**config.mk**
```make
export PLATFORM = sky130hd
export DESIGN_NAME = riscv_mem_arbiter
export DESIGN_NICKNAME = d
export VERILOG_FILES = /design/src/rtl/riscv_arb_pkg.sv /design/src/rtl/riscv_arb_id_fifo.sv /design/src/rtl/riscv_mem_arbiter.sv
export SDC_FILE = /design/constraint.sdc
export NUM_CORES = 1
export LEC_CHECK = 0
export BUFFER_PORTS_ARGS = -buffer_cell sky130_fd_sc_hd__buf_2
export CAP_MARGIN = 20
export CORE_AREA = 2 2 108 110
export DETAILED_ROUTE_END_ITERATION = 8
export DIE_AREA = 0 0 110 112
export GPL_TIMING_DRIVEN = 0
export PLACE_DENSITY_LB_ADDON = 0.3
export SYNTH_ARGS = -nofsm -noshare
export SYNTH_HDL_FRONTEND = slang
export SYNTH_HIERARCHICAL = 1
export SYNTH_SLANG_ARGS = --single-unit
```
**constraint.sdc**
```tcl
create_clock -name clk -period 3.41 [get_ports clk]
set_input_delay 0.5115 -clock clk [delete_from_list [all_inputs] [get_ports clk]]
set_output_delay 0.5115 -clock clk [all_outputs]
set_load 0.005 [all_outputs]
```
**src/rtl/riscv_arb_pkg.sv**
```systemverilog
// -----------------------------------------------------------------------------
// riscv_arb_pkg
//   Shared types and helpers for the instruction-fetch / data-memory arbiter.
//   - arb_state_e : arbiter address-phase state
//   - src_e       : requester identity carried through the in-order ID queue
//   - arb_cnt_w   : width of a counter that must hold the values 0..n
//   - arb_ptr_w   : width of a pointer into a queue of the given depth
// -----------------------------------------------------------------------------
package riscv_arb_pkg;

    typedef enum logic [1:0] {
        ARB_IDLE    = 2'd0,
        ARB_HOLD_IF = 2'd1,
        ARB_HOLD_DM = 2'd2
    } arb_state_e;

    typedef enum logic {
        SRC_IF = 1'b0,
        SRC_DM = 1'b1
    } src_e;

    function automatic int unsigned arb_cnt_w(input int unsigned n);
        return (n < 1) ? 1 : $clog2(n + 1);
    endfunction

    function automatic int unsigned arb_ptr_w(input int unsigned depth);
        return (depth > 1) ? $clog2(depth) : 1;
    endfunction

endpackage

```
**src/rtl/riscv_arb_id_fifo.sv**
```systemverilog
// -----------------------------------------------------------------------------
// riscv_arb_id_fifo
//   In-order queue of requester IDs (src_e) for transactions granted by the
//   memory but not yet answered. Pointers wrap modulo DEPTH, so any depth
//   (not only powers of two) is supported.
//
// Ports:
//   clk       in   clock, rising edge
//   reset     in   synchronous, active-high; empties the queue
//   push      in   enqueue push_src (accepted when not full, or full with pop)
//   push_src  in   ID to enqueue
//   pop       in   dequeue head (ignored when empty)
//   head_src  out  ID at the head of the queue
//   full      out  queue holds DEPTH entries
//   empty     out  queue holds no entries
//   count     out  current occupancy, 0..DEPTH
// -----------------------------------------------------------------------------
module riscv_arb_id_fifo
    import riscv_arb_pkg::*;
#(
    parameter  int unsigned DEPTH = 2,
    localparam int unsigned PTR_W = arb_ptr_w(DEPTH),
    localparam int unsigned CNT_W = arb_cnt_w(DEPTH)
) (
    input  logic             clk,
    input  logic             reset,
    input  logic             push,
    input  src_e             push_src,
    input  logic             pop,
    output src_e             head_src,
    output logic             full,
    output logic             empty,
    output logic [CNT_W-1:0] count
);

    src_e             entry_q [DEPTH];
    src_e             entry_d [DEPTH];
    logic [PTR_W-1:0] wr_ptr_q, wr_ptr_d;
    logic [PTR_W-1:0] rd_ptr_q, rd_ptr_d;
    logic [CNT_W-1:0] count_q, count_d;

    logic push_ok;
    logic pop_ok;

    function automatic logic [PTR_W-1:0] ptr_next(input logic [PTR_W-1:0] p);
        return (p == PTR_W'(DEPTH - 1)) ? '0 : p + 1'b1;
    endfunction

    assign full     = (count_q == CNT_W'(DEPTH));
    assign empty    = (count_q == '0);
    assign count    = count_q;
    assign head_src = entry_q[rd_ptr_q];

    // When full, a simultaneous pop frees the head slot, which is exactly
    // where the write pointer points, so the push may proceed.
    assign push_ok = push & (~full | pop);
    assign pop_ok  = pop & ~empty;

    always_comb begin
        entry_d  = entry_q;
        wr_ptr_d = wr_ptr_q;
        rd_ptr_d = rd_ptr_q;
        if (push_ok) begin
            entry_d[wr_ptr_q] = push_src;
            wr_ptr_d          = ptr_next(wr_ptr_q);
        end
        if (pop_ok) begin
            rd_ptr_d = ptr_next(rd_ptr_q);
        end
        count_d = count_q + CNT_W'(push_ok) - CNT_W'(pop_ok);
    end

    always_ff @(posedge clk) begin
        if (reset) begin
            wr_ptr_q <= '0;
            rd_ptr_q <= '0;
            count_q  <= '0;
        end else begin
            wr_ptr_q <= wr_ptr_d;
            rd_ptr_q <= rd_ptr_d;
            count_q  <= count_d;
        end
    end

    // Entry storage needs no reset: only slots covered by count are read.
    always_ff @(posedge clk) begin
        entry_q <= entry_d;
    end

endmodule

```
**src/rtl/riscv_mem_arbiter.sv**
```systemverilog
// -----------------------------------------------------------------------------
// riscv_mem_arbiter
//   Shares one unified memory port between instruction fetch (IF) and data
//   memory access (DM). DM has fixed priority; once a source is presented to
//   memory without a grant, the address phase is locked to that source until
//   mem_gnt. Responses return in order and are routed by an ID queue.
//   Request and response paths are combinational (zero latency).
//
// Optional feature (macro RISCV_ARB_STARVE_GUARD_EN):
//   A fetch starvation counter; after STARVE_LIMIT cycles of IF waiting, IF
//   wins the next arbitration from ARB_IDLE even if DM is requesting.
//   Without the macro, DM priority is strict and no counter exists.
//
// Ports:
//   clk, reset                         clock, synchronous active-high reset
//   if_req/if_addr                     fetch request (read only)
//   if_gnt/if_rvalid/if_rdata          fetch grant and response
//   dm_req/dm_we/dm_be/dm_addr/dm_wdata data request
//   dm_gnt/dm_rvalid/dm_rdata          data grant and response
//   mem_req/mem_we/mem_be/mem_addr/mem_wdata  memory request
//   mem_gnt/mem_rvalid/mem_rdata       memory grant and response
// -----------------------------------------------------------------------------
module riscv_mem_arbiter
    import riscv_arb_pkg::*;
#(
    parameter int unsigned ADDR_W          = 32,
    parameter int unsigned DATA_W          = 32,
    parameter int unsigned MAX_OUTSTANDING = 2,
    parameter int unsigned STARVE_LIMIT    = 4
) (
    input  logic                clk,
    input  logic                reset,

    input  logic                if_req,
    input  logic [ADDR_W-1:0]   if_addr,
    output logic                if_gnt,
    output logic                if_rvalid,
    output logic [DATA_W-1:0]   if_rdata,

    input  logic                dm_req,
    input  logic                dm_we,
    input  logic [DATA_W/8-1:0] dm_be,
    input  logic [ADDR_W-1:0]   dm_addr,
    input  logic [DATA_W-1:0]   dm_wdata,
    output logic                dm_gnt,
    output logic                dm_rvalid,
    output logic [DATA_W-1:0]   dm_rdata,

    output logic                mem_req,
    output logic                mem_we,
    output logic [DATA_W/8-1:0] mem_be,
    output logic [ADDR_W-1:0]   mem_addr,
    output logic [DATA_W-1:0]   mem_wdata,
    input  logic                mem_gnt,
    input  logic                mem_rvalid,
    input  logic [DATA_W-1:0]   mem_rdata
);

    localparam int unsigned CNT_W = arb_cnt_w(MAX_OUTSTANDING);
    localparam int unsigned BE_W  = DATA_W / 8;

    if (MAX_OUTSTANDING < 1) begin : g_bad_max_outstanding
        $error("riscv_mem_arbiter: MAX_OUTSTANDING must be at least 1");
    end
    if (STARVE_LIMIT < 1) begin : g_bad_starve_limit
        $error("riscv_mem_arbiter: STARVE_LIMIT must be at least 1");
    end

    arb_state_e       state_q, state_d;
    src_e             sel_src;
    logic             sel_req;
    logic             issue_ok;
    logic             grant;
    logic             drive;
    logic             starve_force;

    src_e             head_src;
    logic             fifo_full;
    logic             fifo_empty;
    logic [CNT_W-1:0] fifo_count;
    logic             rsp_ok;

    // ---------------------------------------------------------------- select
    // Hold states pin the selection so the address phase cannot switch
    // sources while memory is stalling or the issue window is closed.
    always_comb begin
        sel_src = SRC_DM;
        sel_req = 1'b0;
        case (state_q)
            ARB_HOLD_IF: begin
                sel_src = SRC_IF;
                sel_req = if_req;
            end
            ARB_HOLD_DM: begin
                sel_src = SRC_DM;
                sel_req = dm_req;
            end
            default: begin
                if (starve_force) begin
                    sel_src = SRC_IF;
                    sel_req = 1'b1;
                end else if (dm_req) begin
                    sel_src = SRC_DM;
                    sel_req = 1'b1;
                end else if (if_req) begin
                    sel_src = SRC_IF;
                    sel_req = 1'b1;
                end
            end
        endcase
    end

    // Issue window uses only the registered occupancy; a response arriving
    // this cycle frees its slot from the next cycle on.
    assign issue_ok = (fifo_count < CNT_W'(MAX_OUTSTANDING));
    assign mem_req  = sel_req & issue_ok & ~reset;
    assign grant    = mem_req & mem_gnt;
    assign if_gnt   = grant & (sel_src == SRC_IF);
    assign dm_gnt   = grant & (sel_src == SRC_DM);

    // Payload is zero whenever nothing is selected so idle outputs stay 0.
    assign drive     = sel_req & ~reset;
    assign mem_addr  = !drive ? '0 : (sel_src == SRC_DM) ? dm_addr : if_addr;
    assign mem_we    = drive & (sel_src == SRC_DM) & dm_we;
    assign mem_be    = !drive ? '0 : (sel_src == SRC_DM) ? dm_be : {BE_W{1'b1}};
    assign mem_wdata = (drive && sel_src == SRC_DM) ? dm_wdata : '0;

    // ------------------------------------------------------------ next state
    always_comb begin
        state_d = state_q;
        if (state_q == ARB_IDLE) begin
            if (sel_req && !grant) begin
                state_d = (sel_src == SRC_DM) ? ARB_HOLD_DM : ARB_HOLD_IF;
            end
        end else if (grant) begin
            state_d = ARB_IDLE;
        end
    end

    always_ff @(posedge clk) begin
        if (reset) begin
            state_q <= ARB_IDLE;
        end else begin
            state_q <= state_d;
        end
    end

    // ------------------------------------------------------------- ID queue
    riscv_arb_id_fifo #(
        .DEPTH (MAX_OUTSTANDING)
    ) u_id_fifo (
        .clk      (clk),
        .reset    (reset),
        .push     (grant),
        .push_src (sel_src),
        .pop      (mem_rvalid & ~reset),
        .head_src (head_src),
        .full     (fifo_full),
        .empty    (fifo_empty),
        .count    (fifo_count)
    );

    // -------------------------------------------------------------- routing
    // A response with nothing outstanding (e.g. after reset abandoned a
    // transaction) is swallowed rather than routed to a stale owner.
    assign rsp_ok    = mem_rvalid & ~fifo_empty & ~reset;
    assign if_rvalid = rsp_ok & (head_src == SRC_IF);
    assign dm_rvalid = rsp_ok & (head_src == SRC_DM);
    assign if_rdata  = rsp_ok ? mem_rdata : '0;
    assign dm_rdata  = rsp_ok ? mem_rdata : '0;

    // ------------------------------------------------------- starvation guard
`ifdef RISCV_ARB_STARVE_GUARD_EN
    localparam int unsigned SC_W = arb_cnt_w(STARVE_LIMIT);

    logic [SC_W-1:0] starve_cnt_q, starve_cnt_d;

    // Forcing is only considered from ARB_IDLE; the select block applies it
    // only in that state, so an in-progress DM address phase is never broken.
    assign starve_force = if_req & (starve_cnt_q == SC_W'(STARVE_LIMIT));

    always_comb begin
        starve_cnt_d = starve_cnt_q;
        if (if_gnt) begin
            starve_cnt_d = '0;
        end else if (if_req && starve_cnt_q != SC_W'(STARVE_LIMIT)) begin
            starve_cnt_d = starve_cnt_q + 1'b1;
        end
    end

    always_ff @(posedge clk) begin
        if (reset) begin
            starve_cnt_q <= '0;
        end else begin
            starve_cnt_q <= starve_cnt_d;
        end
    end
`else
    assign starve_force = 1'b0;
`endif

    // ------------------------------------------------------------ assertions
    a_rvalid_empty_queue : assert property (
        @(posedge clk) disable iff (reset) !(mem_rvalid && fifo_empty)
    ) else $error("riscv_mem_arbiter: mem_rvalid with empty ID queue dropped");

    a_no_push_when_full : assert property (
        @(posedge clk) disable iff (reset) !(grant && fifo_full && !mem_rvalid)
    ) else $error("riscv_mem_arbiter: grant issued with ID queue full");

endmodule

```
==> impl_metrics.py, run 1 <==
metrics = {
    "global_route": {
        "grt_pass1_vias": 2529,
        "grt_pass1_wl_mm": 11.4,
        "grt_usage_pct": 11.4,
        "grt_antenna_before_repair": 0,
        "grt_max_degree": 12,
        "overflow": 0,
    },
    "clock_tree": {
        "root_buffer": "clkbuf_16",
        "post_cts_buffers": 0,
        "cts-buffers-inserted": 3,
        "ctsResizeCount": 0,
        "worst_skew_pair.late_latency_ns": 0.23,
        "hold_buffers": 0,
        "tritoncts": "yes",
        "clk_pin_slew_worst_paths_ns": 0.04,
        "htree_levels": 1,
        "cts_buffer_depth": 2,
        "clkSinkCount": 8,
    },
    "yosys": {
        "syn-cell-area_um2": 1820,
        "synth_cells": 288,
        "syn_nets": 432,
        "yosys_warnings": 6,
        "syn_area_per_cell_um2": 6.32,
    },
    "pwr": {
        "power.leakage_nw": 2.21,
        "power_frac_comb_pct": 75.0,
        "p_switching_mw": 0.608,
        "p_seq_share_pct": 10.2,
        "power_density_nw_per_um2": 392,
        "swShare_pct": 44.8,
        "max-vdd-ir-drop_v": 0.000159,
        "intPower_mw": 0.750,
        "pwr-share-clk_pct": 14.9,
        "total_power_mw": 1.36,
    },
    "finish": {
        "syn2layout_area_growth_pct": 90.0,
        "drive_above_1_share_pct": 59.2,
        "final_net_count": 713,
        "nFillCells": 1221,
        "mostFrequentLayoutCell": "buf_2",
        "final_util_pct": 31.0,
        "antennaDiodeCount": 0,
        "final_cell_mix": "buf_2, and2_1, nand2_1",
    },
    "worst_hold_path": {
        "hp-start": "u_id_fifo/rd_ptr_q$_SDFFE_PP0P_",
        "min_to": "u_id_fifo/rd_ptr_q$_SDFFE_PP0P_",
        "hold_class": "register to register",
        "hold_depth": 2,
    },
    "floorplan": {
        "die_w_um": 110,
        "die_h_um": 112,
        "ioPinCount": 277,
        "rows": 39,
        "core_region_area_um2": 11200,
        "die-area_um2": 12300,
        "start_util_pct": 16.3,
    },
    "setup_path": {
        "cp_top_family": "simple AND/OR/NAND/NOR gates",
        "crit_path_frequent_cell": "ha_1",
        "cp.buffers_inverters": 4,
        "slowest_delay_ns": 0.39,
        "cp_max_fo": 10,
        "r2r_start": "state_q[1]$_SDFFE_PP0P_",
        "critPathCaptureType": "register",
        "worstPathArrival_ns": 3.09,
        "path_class": "register to register",
        "crit_required_ns": 3.56,
        "crit_path_start_kind": "register",
        "cpMaxStageDelayCell": "dfxtp_1",
        "regToRegSetupSlack_ns": 0.47,
        "reg2reg_depth": 15,
        "crit_path_cell_trace": "inv_1, ha_1, nor2b_4, a2bb2oi_2, or2_1, buf_6, clkbuf_8, nor2_1, o21ai_4, ha_1, inv_1, ha_1, xor2_1, and2_1, nor3_1",
        "r2r_end": "u_id_fifo/count[1]$_SDFF_PP0_",
    },
    "routing": {
        "vias_per_cell": 3.98,
        "dr.pass1.iters": 4,
        "m1WireLength_mm": 2.95,
        "met2WireLength_mm": 4.12,
        "wl_met3_um": 794,
        "drt_iter0_drc": 71,
        "wl_per_cell_um": 11.1,
        "vias": 2832,
        "topRoutingLayerUsed": "met4",
        "finalWirelength_mm": 7.91,
        "route.antenna.remaining_nets": 0,
        "drc": 0,
    },
    "sta": {
        "hold_viol_final": 0,
        "setup_viol": 0,
        "min_period_over_period_pct": 86.1,
        "hold_ws_ns": 0.527,
        "max_freq_mhz": 341,
        "rsz0062_at_grt": "false",
        "finalCriticalPeriod_ns": 2.94,
        "worst_pin_slew_ns": 0.565,
        "fin_skew_ns": 0.00369,
        "max_slew_margin_pct": 62.1,
        "tns_ns": 0,
        "drv_slew": 0,
    },
    "place": {
        "hpwl_mm": 6.94,
        "numPortBuffers": 276,
        "place_congestion": 0.751,
    },
    "outcome": {
        "status": "finished clean",
    },
    "job": {
        "drv_cap": 0,
    },
}
==> power by group through the flow <==
stage	Combinational, mW	Sequential, mW	Clock [mW]
2_1_floorplan	0.628	0.135	0
3_3_place_gp	1.02	0.138	0
3_5_place_dp	1.03	0.139	0
4_1_cts	1.04	0.138	0.205
5_1_grt	1.15	0.141	0.209
6_report	1.02	0.138	0.202
==> worst max-delay path by stage <==
stage	depth (start not counted)	slack, ns	startpoint	end
after floorplan	15	0.70	state_q[1]$_SDFFE_PP0P_	u_id_fifo/count[1]$_SDFF_PP0_
after global placement	15	0.54	state_q[1]$_SDFFE_PP0P_	u_id_fifo/count[1]$_SDFF_PP0_
after detailed placement	15	0.49	state_q[1]$_SDFFE_PP0P_	u_id_fifo/count[1]$_SDFF_PP0_
after CTS	15	0.47	state_q[1]$_SDFFE_PP0P_	u_id_fifo/count[1]$_SDFF_PP0_
after global routing	15	0.30	state_q[1]$_SDFFE_PP0P_	u_id_fifo/count[1]$_SDFF_PP0_
final	15	0.47	state_q[1]$_SDFFE_PP0P_	u_id_fifo/count[1]$_SDFF_PP0_
==> tightest hold or removal path, stage by stage, from the launching register on <==
cell,delay [ns]
dfxtp_1,0.35
xnor2_1,0.08
nor2_1,0.07
==> layer usage <==
metal / vias to the layer above / global-route usage (%)
li1: 1435 / -
met1: 1226 / 12.2
met2: 167 / 22.9
met3: 4 / 1.23
met4: 0 / 2.45
met5: - / 0
==> state kept, by name, indices dropped and copies added, names as in the netlist <==
register            count
u_id_fifo/entry_q       2
state_q                 2
u_id_fifo/count         2
u_id_fifo/wr_ptr_q      1
u_id_fifo/rd_ptr_q      1
==> area by class of cell <==
class,instances,area [um2],area share (%)
multi-input combinational,223,1240,35.9
tap,143,179,5.17
buffer,50,372,10.7
clock buffer,4,78.8,2.28
timing repair buffer,276,1380,39.9
inverter,7,26.3,0.759
sequential,8,180,5.21
==> stage by stage <==
step	worst slack [ns]	std cells	cell area (um2)
floorplan	0.701	288	1820
global placement	0.544	707	3380
detailed placement	0.494	707	3380
CTS	0.471	711	3460
global route	0.296	711	3460
finish	0.474	711	3460
(Power assumes the default switching activity.)
==> run 2: changes to the inputs <==
CORE_AREA = 2 2 109 111   (was 2 2 108 110)
DIE_AREA = 0 0 111 113   (was 0 0 110 112)
SYNTH_HIERARCHICAL = default   (was 1)
clock period = 3.6 ns   (was 3.41 ns; I/O delays follow)
==> run 2 against run 1 <==
Net effect:
- synthesized cell count fell by 2.1%
- clock skew down 0.0028 ns
- first-iteration DRC count fell by 21%
- critical endpoint is now mem_wdata[17]
==> impl_metrics.py, run 2 <==
metrics = {
    "clock_tree": {
        "worst_skew_pair.late_latency_ns": 0.23,
        "clk_pin_slew_worst_paths_ns": 0.04,
        "post_cts_buffers": 0,
        "cts_buffer_depth": 2,
        "root_buffer": "clkbuf_16",
        "ctsResizeCount": 0,
        "cts-buffers-inserted": 3,
        "hold_buffers": 0,
        "clkSinkCount": 8,
        "tritoncts": "yes",
        "htree_levels": 1,
    },
    "pwr": {
        "total_power_mw": 1.24,
        "power_density_nw_per_um2": 366,
        "max-vdd-ir-drop_v": 0.000179,
        "power.leakage_nw": 2.19,
    },
    "routing": {
        "drc": 0,
        "vias_per_cell": 4.00,
        "route.antenna.remaining_nets": 0,
        "finalWirelength_mm": 7.91,
        "wl_per_cell_um": 11.2,
        "vias": 2816,
        "dr.pass1.iters": 4,
        "drt_iter0_drc": 56,
    },
    "setup_path": {
        "r2r_end": "u_id_fifo.count[1]$_SDFF_PP0_",
        "critPathCaptureType": "primary output",
        "crit_path_start_kind": "register",
        "worstPathArrival_ns": 2.32,
        "reg2reg_depth": 11,
        "crit_required_ns": 3.06,
        "path_class": "register to primary output",
        "regToRegSetupSlack_ns": 1.28,
        "cp_max_fo": 10,
        "r2r_start": "state_q[1]$_SDFFE_PP0P_",
    },
    "yosys": {
        "synth_top_cell_area_share_pct": 23.7,
        "ys_seq_area_share_pct": 10.4,
        "synth_cells": 282,
        "synthTopCellsByArea": "and2_1, buf_4, nand2_1",
        "synth.most_common_cell": "nand2_1",
        "synth_edf_count": 2,
        "ys.flop_type": "dfxtp_1",
        "yosys_warnings": 0,
        "synth_common_cells": "nand2_1, and2_1, a21oi_1, buf_4, nor2_1",
        "synth.distinct_cells": 33,
        "synth_seq_cells": 8,
        "syn-cell-area_um2": 1740,
        "syn_nets": 426,
        "syn_area_per_cell_um2": 6.17,
        "yosysTopAreaCell": "and2_1",
        "synthArstFlopShare_pct": 0,
    },
    "floorplan": {
        "core_region_area_um2": 11300,
        "rows": 39,
        "die_h_um": 113,
        "die_w_um": 111,
        "start_util_pct": 15.4,
        "die-area_um2": 12500,
        "ioPinCount": 277,
    },
    "finish": {
        "drive_above_1_share_pct": 58.1,
        "syn2layout_area_growth_pct": 94.0,
        "nFillCells": 1259,
        "final_cells": 704,
        "final_util_pct": 29.9,
        "mostFrequentLayoutCell": "buf_2",
        "final_cell_mix": "buf_2, nand2_1, and2_1",
        "antennaDiodeCount": 0,
        "final_net_count": 707,
    },
    "sta": {
        "max_slew_margin_pct": 58.9,
        "hold_viol_final": 0,
        "worst_pin_slew_ns": 0.611,
        "tns_ns": 0,
        "min_period_over_period_pct": 79.6,
        "rsz0062_at_grt": "false",
        "finalCriticalPeriod_ns": 2.86,
        "fin_skew_ns": 0.000913,
        "setup_viol": 0,
        "max_freq_mhz": 349,
        "drv_slew": 0,
    },
    "worst_hold_path": {
        "hp-start": "u_id_fifo.wr_ptr_q$_SDFFE_PP0N_",
        "hold_depth": 1,
        "min_to": "u_id_fifo.wr_ptr_q$_SDFFE_PP0N_",
        "hold_class": "register to register",
    },
    "global_route": {
        "met1_usage_pct": 12.7,
        "grt_usage_pct": 11.5,
        "grt_use_met2_pct": 22.5,
        "grt_pass1_vias": 2577,
        "grt_max_degree": 12,
        "gr-max-usage-layer": "met2",
        "use_met3_pct": 3.11,
        "overflow": 0,
        "grt_antenna_before_repair": 0,
        "grt_pass1_wl_mm": 12.0,
    },
    "place": {
        "dp.cells": 701,
        "numPortBuffers": 276,
        "place_congestion": 0.837,
        "hpwl_mm": 7.00,
    },
    "outcome": {
        "status": "finished clean",
    },
    "job": {
        "drv_cap": 0,
    },
}
## run 2: cell families (layout without fill, tap and decap cells)
kind of cell / count (synthesis) / count (layout) / synth area share, %
compound gates: 44 / 44 / 14.5
xor+xnor: 3 / 3 / 1.51
fa+ha+maj: 5 / 5 / 3.59
buf+inv: 59 / 338 / 22.1
flops: 8 / 8 / 10.4
mux: 1 / 1 / 0.575
simple gates: 162 / 162 / 47.3
## run 2: final cells by class
class	instances	area (um2)	share of cell area, %
plain buffers	51	355	10.5
clock buffers	3	75.1	2.22
inverters	8	30.0	0.890
multi-input cells	215	1170	34.8
flip-flops and latches	8	180	5.34
well taps	143	179	5.30
repair buffers	276	1380	40.9
## run 2: report_power, final
group	internal, mW	switching (mW)
sequential	0.116	0.0163
combinational	0.424	0.491
clock	0.143	0.0464
## run 2: how the worst max path moves through the flow
stage	cells after the start	end	from	slack (ns)
4_1_cts	7	mem_wdata[17]	state_q[0]$_SDFFE_PP0P_	0.71
5_1_grt	7	mem_wdata[26]	state_q[0]$_SDFFE_PP0P_	0.53
3_3_place_gp	7	mem_wdata[19]	state_q[0]$_SDFFE_PP0P_	1.04
3_5_place_dp	7	mem_wdata[17]	state_q[0]$_SDFFE_PP0P_	0.96
2_1_floorplan	8	mem_addr[0]	state_q[0]$_SDFFE_PP0P_	1.41
6_report	7	mem_wdata[17]	state_q[0]$_SDFFE_PP0P_	0.74
## run 2: stage by stage
step	setup slack (ns)	hold WS, ns	instance area (um2)
final	0.736	0.517	3380
after global routing	0.530	0.547	3380
after CTS	0.712	0.513	3380
after detailed placement	0.965	0.503	3300
after global placement	1.04	0.501	3300
after floorplan	1.41	0.484	1740
## run 2: layer usage
layer | wire, um | part of all wire [%]
met5 | 0 | 0
met2 | 4260 | 54
met4 | 10 | 0.13
met1 | 2920 | 37
met3 | 712 | 9.0
## run 2: critical path: stages (launching register included)
cell and delay [ns]:
dfxtp_1 0.37, inv_1 0.09, ha_1 0.35, nor2b_4 0.16
nor3_1 0.51, clkbuf_1 0.32, and2_1 0.18, buf_2 0.11
